**src/rtl/writeback_if.sv**
```systemverilog
// Writeback bus: ALU/load result handshakes, register-file write port,
// queue control and forwarding paths.
interface writeback_if;
  logic        alu_valid;
  logic [4:0]  alu_rd;
  logic [31:0] alu_result;
  logic        alu_ready;

  logic        ld_valid;
  logic [4:0]  ld_rd;
  logic [2:0]  ld_funct3;
  logic [1:0]  ld_addr_lo;
  logic [31:0] ld_word;
  logic        ld_ready;

  logic        regWrite;
  logic [4:0]  wb_rd;
  logic [31:0] wb_data;

  logic        flush;
  logic        wb_stall;

  logic [4:0]  rs1;
  logic [4:0]  rs2;
  logic        fwd1_hit;
  logic [31:0] fwd1_data;
  logic        fwd2_hit;
  logic [31:0] fwd2_data;

  // Producer / pipeline side
  modport master (
    output alu_valid, alu_rd, alu_result,
    input  alu_ready,
    output ld_valid, ld_rd, ld_funct3, ld_addr_lo, ld_word,
    input  ld_ready,
    input  regWrite, wb_rd, wb_data,
    output flush, wb_stall,
    output rs1, rs2,
    input  fwd1_hit, fwd1_data, fwd2_hit, fwd2_data
  );

  // Writeback unit side
  modport slave (
    input  alu_valid, alu_rd, alu_result,
    output alu_ready,
    input  ld_valid, ld_rd, ld_funct3, ld_addr_lo, ld_word,
    output ld_ready,
    output regWrite, wb_rd, wb_data,
    input  flush, wb_stall,
    input  rs1, rs2,
    output fwd1_hit, fwd1_data, fwd2_hit, fwd2_data
  );
endinterface

```
**src/rtl/writeback_unit.sv**
```systemverilog
// Writeback unit: 2-entry result queue feeding the register-file write port,
// with load data extension, fixed load-over-ALU priority and forwarding.
module writeback_unit (
  input  logic       clk,
  input  logic       reset_n,
  writeback_if.slave wb
);
  localparam int unsigned RegW   = 5;
  localparam int unsigned DataW  = 32;
  localparam int unsigned CountW = 2;

  typedef struct packed {
    logic [RegW-1:0]  rd;
    logic [DataW-1:0] data;
  } entry_t;

  entry_t             mem_q [2];
  logic               wr_ptr_q;
  logic               rd_ptr_q;
  logic [CountW-1:0]  count_q;
  logic               reg_write_q;
  logic [RegW-1:0]    wb_rd_q;
  logic [DataW-1:0]   wb_data_q;
  logic               fwd1_hit_q, fwd2_hit_q;
  logic [DataW-1:0]   fwd1_data_q, fwd2_data_q;

  logic               not_full_c;
  logic               ld_fire_c, alu_fire_c;
  logic               push_c, pop_c;
  entry_t             push_entry_c;
  logic [7:0]         byte_c;
  logic [15:0]        half_c;
  logic [DataW-1:0]   ld_ext_c;

  // Readiness and transfer selection; a pending load blocks the ALU path
  always_comb begin
    not_full_c   = (count_q < CountW'(2)) && !wb.flush;
    wb.ld_ready  = not_full_c;
    wb.alu_ready = not_full_c && !wb.ld_valid;
    ld_fire_c    = wb.ld_valid && not_full_c;
    alu_fire_c   = wb.alu_valid && not_full_c && !wb.ld_valid;
    pop_c        = (count_q != CountW'(0)) && !wb.wb_stall && !wb.flush;
  end

  // Little-endian lane select and sign/zero extension of load data
  always_comb begin
    byte_c = wb.ld_word[7:0];
    case (wb.ld_addr_lo)
      2'd1:    byte_c = wb.ld_word[15:8];
      2'd2:    byte_c = wb.ld_word[23:16];
      2'd3:    byte_c = wb.ld_word[31:24];
      default: byte_c = wb.ld_word[7:0];
    endcase
    half_c = wb.ld_addr_lo[1] ? wb.ld_word[31:16] : wb.ld_word[15:0];
    case (wb.ld_funct3)
      3'b000:  ld_ext_c = {{24{byte_c[7]}}, byte_c};
      3'b001:  ld_ext_c = {{16{half_c[15]}}, half_c};
      3'b100:  ld_ext_c = {24'd0, byte_c};
      3'b101:  ld_ext_c = {16'd0, half_c};
      default: ld_ext_c = wb.ld_word;
    endcase
  end

  // Enqueue payload; transfers to x0 are accepted but dropped
  always_comb begin
    push_entry_c.rd   = ld_fire_c ? wb.ld_rd : wb.alu_rd;
    push_entry_c.data = ld_fire_c ? ld_ext_c : wb.alu_result;
    push_c            = (ld_fire_c || alu_fire_c) && (push_entry_c.rd != RegW'(0));
  end

  // Queue state, write port and forwarding registers
  always_ff @(posedge clk or negedge reset_n) begin
    if (!reset_n) begin
      mem_q[0]    <= '0;
      mem_q[1]    <= '0;
      wr_ptr_q    <= 1'b0;
      rd_ptr_q    <= 1'b0;
      count_q     <= '0;
      reg_write_q <= 1'b0;
      wb_rd_q     <= '0;
      wb_data_q   <= '0;
      fwd1_hit_q  <= 1'b0;
      fwd2_hit_q  <= 1'b0;
      fwd1_data_q <= '0;
      fwd2_data_q <= '0;
    end else begin
      fwd1_hit_q  <= reg_write_q && (wb_rd_q == wb.rs1) && (wb.rs1 != RegW'(0));
      fwd2_hit_q  <= reg_write_q && (wb_rd_q == wb.rs2) && (wb.rs2 != RegW'(0));
      fwd1_data_q <= wb_data_q;
      fwd2_data_q <= wb_data_q;
      if (wb.flush) begin
        wr_ptr_q    <= 1'b0;
        rd_ptr_q    <= 1'b0;
        count_q     <= '0;
        reg_write_q <= 1'b0;
      end else begin
        if (push_c) begin
          mem_q[wr_ptr_q] <= push_entry_c;
          wr_ptr_q        <= ~wr_ptr_q;
        end
        if (pop_c) begin
          wb_rd_q   <= mem_q[rd_ptr_q].rd;
          wb_data_q <= mem_q[rd_ptr_q].data;
          rd_ptr_q  <= ~rd_ptr_q;
        end
        reg_write_q <= pop_c;
        count_q     <= count_q + CountW'(push_c) - CountW'(pop_c);
      end
    end
  end

  // Drive registered outputs onto the bus
  always_comb begin
    wb.regWrite  = reg_write_q;
    wb.wb_rd     = wb_rd_q;
    wb.wb_data   = wb_data_q;
    wb.fwd1_hit  = fwd1_hit_q;
    wb.fwd2_hit  = fwd2_hit_q;
    wb.fwd1_data = fwd1_data_q;
    wb.fwd2_data = fwd2_data_q;
  end
endmodule

```
**src/flat_wrapper.sv**
```systemverilog
// flat-port wrapper written by rule: the top's interface ports become plain ports
module writeback_unit_flat 
  (clk, reset_n, wb_alu_valid, wb_alu_rd, wb_alu_result, wb_alu_ready, wb_ld_valid, wb_ld_rd, wb_ld_funct3, wb_ld_addr_lo, wb_ld_word, wb_ld_ready, wb_regWrite, wb_wb_rd, wb_wb_data, wb_flush, wb_wb_stall, wb_rs1, wb_rs2, wb_fwd1_hit, wb_fwd1_data, wb_fwd2_hit, wb_fwd2_data);
  writeback_if wb_i ();
  input  logic clk;
  input  logic reset_n;
  input wire logic [$bits(wb_i.alu_valid)-1:0] wb_alu_valid;
  input wire logic [$bits(wb_i.alu_rd)-1:0] wb_alu_rd;
  input wire logic [$bits(wb_i.alu_result)-1:0] wb_alu_result;
  output wire logic [$bits(wb_i.alu_ready)-1:0] wb_alu_ready;
  input wire logic [$bits(wb_i.ld_valid)-1:0] wb_ld_valid;
  input wire logic [$bits(wb_i.ld_rd)-1:0] wb_ld_rd;
  input wire logic [$bits(wb_i.ld_funct3)-1:0] wb_ld_funct3;
  input wire logic [$bits(wb_i.ld_addr_lo)-1:0] wb_ld_addr_lo;
  input wire logic [$bits(wb_i.ld_word)-1:0] wb_ld_word;
  output wire logic [$bits(wb_i.ld_ready)-1:0] wb_ld_ready;
  output wire logic [$bits(wb_i.regWrite)-1:0] wb_regWrite;
  output wire logic [$bits(wb_i.wb_rd)-1:0] wb_wb_rd;
  output wire logic [$bits(wb_i.wb_data)-1:0] wb_wb_data;
  input wire logic [$bits(wb_i.flush)-1:0] wb_flush;
  input wire logic [$bits(wb_i.wb_stall)-1:0] wb_wb_stall;
  input wire logic [$bits(wb_i.rs1)-1:0] wb_rs1;
  input wire logic [$bits(wb_i.rs2)-1:0] wb_rs2;
  output wire logic [$bits(wb_i.fwd1_hit)-1:0] wb_fwd1_hit;
  output wire logic [$bits(wb_i.fwd1_data)-1:0] wb_fwd1_data;
  output wire logic [$bits(wb_i.fwd2_hit)-1:0] wb_fwd2_hit;
  output wire logic [$bits(wb_i.fwd2_data)-1:0] wb_fwd2_data;
  assign wb_i.alu_valid = wb_alu_valid;
  assign wb_i.alu_rd = wb_alu_rd;
  assign wb_i.alu_result = wb_alu_result;
  assign wb_alu_ready = wb_i.alu_ready;
  assign wb_i.ld_valid = wb_ld_valid;
  assign wb_i.ld_rd = wb_ld_rd;
  assign wb_i.ld_funct3 = wb_ld_funct3;
  assign wb_i.ld_addr_lo = wb_ld_addr_lo;
  assign wb_i.ld_word = wb_ld_word;
  assign wb_ld_ready = wb_i.ld_ready;
  assign wb_regWrite = wb_i.regWrite;
  assign wb_wb_rd = wb_i.wb_rd;
  assign wb_wb_data = wb_i.wb_data;
  assign wb_i.flush = wb_flush;
  assign wb_i.wb_stall = wb_wb_stall;
  assign wb_i.rs1 = wb_rs1;
  assign wb_i.rs2 = wb_rs2;
  assign wb_fwd1_hit = wb_i.fwd1_hit;
  assign wb_fwd1_data = wb_i.fwd1_data;
  assign wb_fwd2_hit = wb_i.fwd2_hit;
  assign wb_fwd2_data = wb_i.fwd2_data;
  writeback_unit u_core (.clk(clk), .reset_n(reset_n), .wb(wb_i));
endmodule
```
**config.mk**
```make
export PLATFORM = sky130hd
export DESIGN_NAME = writeback_unit_flat
export DESIGN_NICKNAME = d
export VERILOG_FILES = /design/src/rtl/writeback_if.sv /design/src/rtl/writeback_unit.sv /design/src/flat_wrapper.sv
export SDC_FILE = /design/constraint.sdc
export NUM_CORES = 1
export LEC_CHECK = 0
export CAP_MARGIN = 20
export CORE_ASPECT_RATIO = 0.75
export CORE_MARGIN = 2
export CORE_UTILIZATION = 40
export DETAILED_ROUTE_END_ITERATION = 8
export MAX_ROUTING_LAYER = met4
export PLACE_DENSITY = 0.73
export SYNTH_ARGS = -nofsm -noshare
export SYNTH_HDL_FRONTEND = slang
export SYNTH_SLANG_ARGS = --single-unit
```
**constraint.sdc**
```tcl
create_clock -name clk -period 5.07 [get_ports clk]
set_clock_uncertainty 0.2 [all_clocks]
set_input_delay 0.7605 -clock clk [delete_from_list [all_inputs] [get_ports clk]]
set_output_delay 0.7605 -clock clk [all_outputs]
set_load 0.02 [all_outputs]
```
==> run summary <==
Antenna violations before repair -> 2
Setup repair after global routing missed its margin -> false
Crit Path Category -> in -> out
Multi-input gate area in the final layout -> 3108 µm²
Core Region -> 18560 µm²
Count of distinct cell types in the synthesized netlist -> 53
Worst Max-Slew Pin Slew -> 951.9 ps
Via-to-Cell Ratio -> 5.370
Arrival time of the worst setup path -> 2580 ps
DR iter-0 viols -> 536
Critical Path Source Type -> input pin
Clock tree buffer depth -> 2
Total power consumption of the routed design -> 0.006126 W
Min-delay worst type -> in -> async
Count of final hold-check violations -> 0
Remaining design rule violation count -> 0
Post-synthesis to final-layout area growth -> 34.05%
Mapped Nets -> 834
Cts repair resizes -> 0
CP max FO -> 14
Number of flip-flops and latches in the synthesized netlist -> 150
Post-route clock period utilization -> 69.76%
Max cap viols -> 0
CTS tree -> done
Register area -> 3755 µm²
Final TNS setup -> 0 ps
Part of the Yosys area used for sequential elements -> 49.47%
Starting Density -> 40.88%
Num CTS Buffers -> 17
Worst-path clk slew -> 60 ps
Crit. End Element -> output port
Routed wire length -> 20.46 mm
Top achievable clock speed -> 0.2827 GHz
Cell Rows -> 43
Number of optimization iterations in the first detailed-route pass -> 5
Placed wire-length estimate -> 14.11 mm
Remaining number of nets flagged by the antenna check after routing -> 0
Routability-driven placement congestion ratio -> 0.8828
Clock Tree Root -> sky130_fd_sc_hd__clkbuf_16
Total grt overflow -> 0
Primary FF master, synth -> sky130_fd_sc_hd__dfrtp_1
Net count reported at finish -> 981
Post-DP Area -> 9504 µm²
Async set-reset flop share out of synthesis -> 100.0%
CTS hold repair buffers -> 0
Instance count of the mapped netlist -> 737
Post-synth EDFFs -> 0
Required time worst endpoint -> 4110 ps
Filler cell count -> 1658
Max Transition Viols Final -> 0
Setup repair bufs after CTS -> 0
Vert. Die Dim -> 123.3 µm
Maximum resistive drop on vdd -> 0.0003049 V
Chip Width -> 163.0 µm
Total power per unit cell area -> 602.3 nW/µm²
Final setup violating endpoints -> 0
Fraction of layout cells with a size suffix above 1 -> 8.696%
Average instance area after synthesis -> 10.29 µm²
Post-DR wirelength/cell -> 17.86 µm
Post-route minimum period -> 3537 ps
Total via count after detailed routing -> 6154
Vias in the first global route -> 6101
Number of warnings printed during yosys synthesis -> 0
Worst hold-check slack -> 199.8 ps
Sinks on Clock Net -> 150
Design area -> 10170 µm²
Number of primary I/O pins -> 201
Clock latency of the later-clocked register in the worst-skew pair -> 430 ps
Post-Syn Area -> 7587 µm²
Final worst-path setup slack -> 1533 ps
First-pass GRT wire length -> 32.69 mm
Total routing usage reported by global routing -> 21.74%
Maximum level of the CTS H-tree -> 4
Status -> finished clean
Largest net degree at the start of global routing -> 91
Pre-CTS setup slack -> 1246 ps
Floorplan die area -> 20100 µm²
Number of input and output port buffers inserted -> 200
Leak pwr -> 4.152 nW
Slew margin rel. -> 35.85%
-- cells by family (layout without fill, tap and decap cells) --
group | Yosys count | in the layout | synth area share, %
other | 0 | 2 | 0
XOR/XNOR | 11 | 11 | 1.270
flip-flops | 150 | 150 | 49.47
AO/OA/AOI/OAI | 185 | 185 | 16.42
adder cells (fa/ha/maj) | 2 | 2 | 0.3298
AND/OR/NAND/NOR | 152 | 152 | 10.69
buffers and inverters | 151 | 311 | 9.960
multiplexers | 86 | 86 | 11.86
-- worst max-delay path, stage by stage --
cell and delay, ps:
sky130_fd_sc_hd__clkdlybuf4s50_1 540, sky130_fd_sc_hd__or2_1 490, sky130_fd_sc_hd__nor2_1 170, sky130_fd_sc_hd__clkdlybuf4s50_1 620
-- worst paths after layout --
kind / start / to / slack (ps) / cells past startpoint
setup / recovery: wb_flush / wb_alu_ready / 1530 / 4
hold / removal: reset_n / u_core.wb.fwd1_data[17] / 200 / 1
min in group clk: u_core.wb.wb_data[8] / u_core.wb.fwd1_data[8] / 210 / 0
setup reg to reg: u_core.count_q[1] / u_core.mem_q[61] / 2150 / 5
hold reg to reg: u_core.wb.wb_data[8] / u_core.wb.fwd1_data[8] / 210 / 0
max in group asynchronous: reset_n / u_core.mem_q[49] / 3450 / 2
-- where the power goes --
part | total [W] | internal [W] | switching [W]
clock network | 0.00142 | 0.000890 | 0.000531
registers | 0.00216 | 0.00177 | 0.000382
logic | 0.00255 | 0.00124 | 0.00131
total | 0.00613 | 0.00390 | 0.00222
-- registers in the layout, summed over array words and instances (netlist names) --
name and cells:
u_core.wb.fwd2_hit 1, u_core.wb.wb_rd 5, u_core.mem_q 74, u_core.wb.wb_data 32, u_core.rd_ptr_q 1, u_core.wb.regWrite 1
u_core.wb.fwd1_data 32, u_core.wr_ptr_q 1, u_core.count_q 2, u_core.wb.fwd1_hit 1
-- metrics by stage --
| stage | utilization (%) | instances |
|---|---|---|
| CTS | 54.77 | 1144 |
| detailed placement | 51.20 | 1112 |
| global route | 54.80 | 1146 |
| floorplan | - | 737 |
| global placement | 51.20 | 1112 |
| finish | 54.80 | 1146 |
-- cell usage in the layout (no fill, tap or decap), types with 4 or more instances in the layout --
cell,n
sky130_fd_sc_hd__a211oi_1,7
sky130_fd_sc_hd__a21oi_1,61
sky130_fd_sc_hd__a221oi_1,12
sky130_fd_sc_hd__a2bb2oi_1,13
sky130_fd_sc_hd__and2_1,16
sky130_fd_sc_hd__buf_4,10
sky130_fd_sc_hd__bufinv_16,5
sky130_fd_sc_hd__clkbuf_16,17
sky130_fd_sc_hd__clkdlybuf4s50_1,198
sky130_fd_sc_hd__clkinvlp_4,5
sky130_fd_sc_hd__dfrtp_1,149
sky130_fd_sc_hd__inv_1,69
sky130_fd_sc_hd__mux2_2,11
sky130_fd_sc_hd__mux2_4,5
sky130_fd_sc_hd__mux2i_1,70
sky130_fd_sc_hd__nand2_1,25
sky130_fd_sc_hd__nand2b_1,4
sky130_fd_sc_hd__nor2_1,50
sky130_fd_sc_hd__nor2_2,4
sky130_fd_sc_hd__nor3_1,12
sky130_fd_sc_hd__nor3b_1,6
sky130_fd_sc_hd__nor4b_1,16
sky130_fd_sc_hd__o21ai_0,35
sky130_fd_sc_hd__o21ai_1,5
sky130_fd_sc_hd__o32a_1,4
sky130_fd_sc_hd__o32ai_1,32
sky130_fd_sc_hd__xnor2_1,6
sky130_fd_sc_hd__xor2_1,5
-- cell usage after synthesis, drive strengths merged, types with 2 or more instances --
cell | count | share of area (%)
a211oi | 7 | 0.69
a21boi | 2 | 0.20
a21o | 2 | 0.20
a21oi | 61 | 4.0
a221oi | 12 | 1.4
a2bb2oi | 13 | 1.5
and2 | 16 | 1.3
buf | 63 | 5.6
clkbuf | 19 | 0.94
dfrtp | 150 | 49
ha | 2 | 0.33
inv | 69 | 3.4
mux2 | 16 | 2.6
mux2i | 70 | 9.2
nand2 | 25 | 1.2
nand2b | 4 | 0.33
nand3 | 3 | 0.20
nor2 | 55 | 2.9
nor2b | 2 | 0.16
nor3 | 13 | 0.92
nor3b | 7 | 0.76
nor4 | 2 | 0.16
nor4b | 16 | 1.8
o21ai | 41 | 2.9
o22ai | 3 | 0.33
o32a | 4 | 0.53
o32ai | 32 | 3.7
or2 | 4 | 0.33
or3b | 2 | 0.23
xnor2 | 6 | 0.69
xor2 | 5 | 0.58
-- area by class of cell --
class / count / share of cell area [%]
antenna: 2 / 0.04921
clock buffer: 18 / 4.318
clock inverter: 14 / 2.190
inverter: 69 / 2.546
multi-input combinational: 436 / 30.56
sequential: 150 / 36.92
tap: 247 / 3.039
timing repair buffer: 210 / 20.38
-- routing by layer --
metal | track usage [%] | vias up | part of all wire (%)
met5 | - | - | 0
met2 | 31.86 | 266 | 44
met4 | 5.254 | 0 | 0.87
met1 | 29.65 | 3005 | 46
li1 | - | 2866 | -
met3 | 6.609 | 17 | 8.6
(Power assumes the default switching activity.)
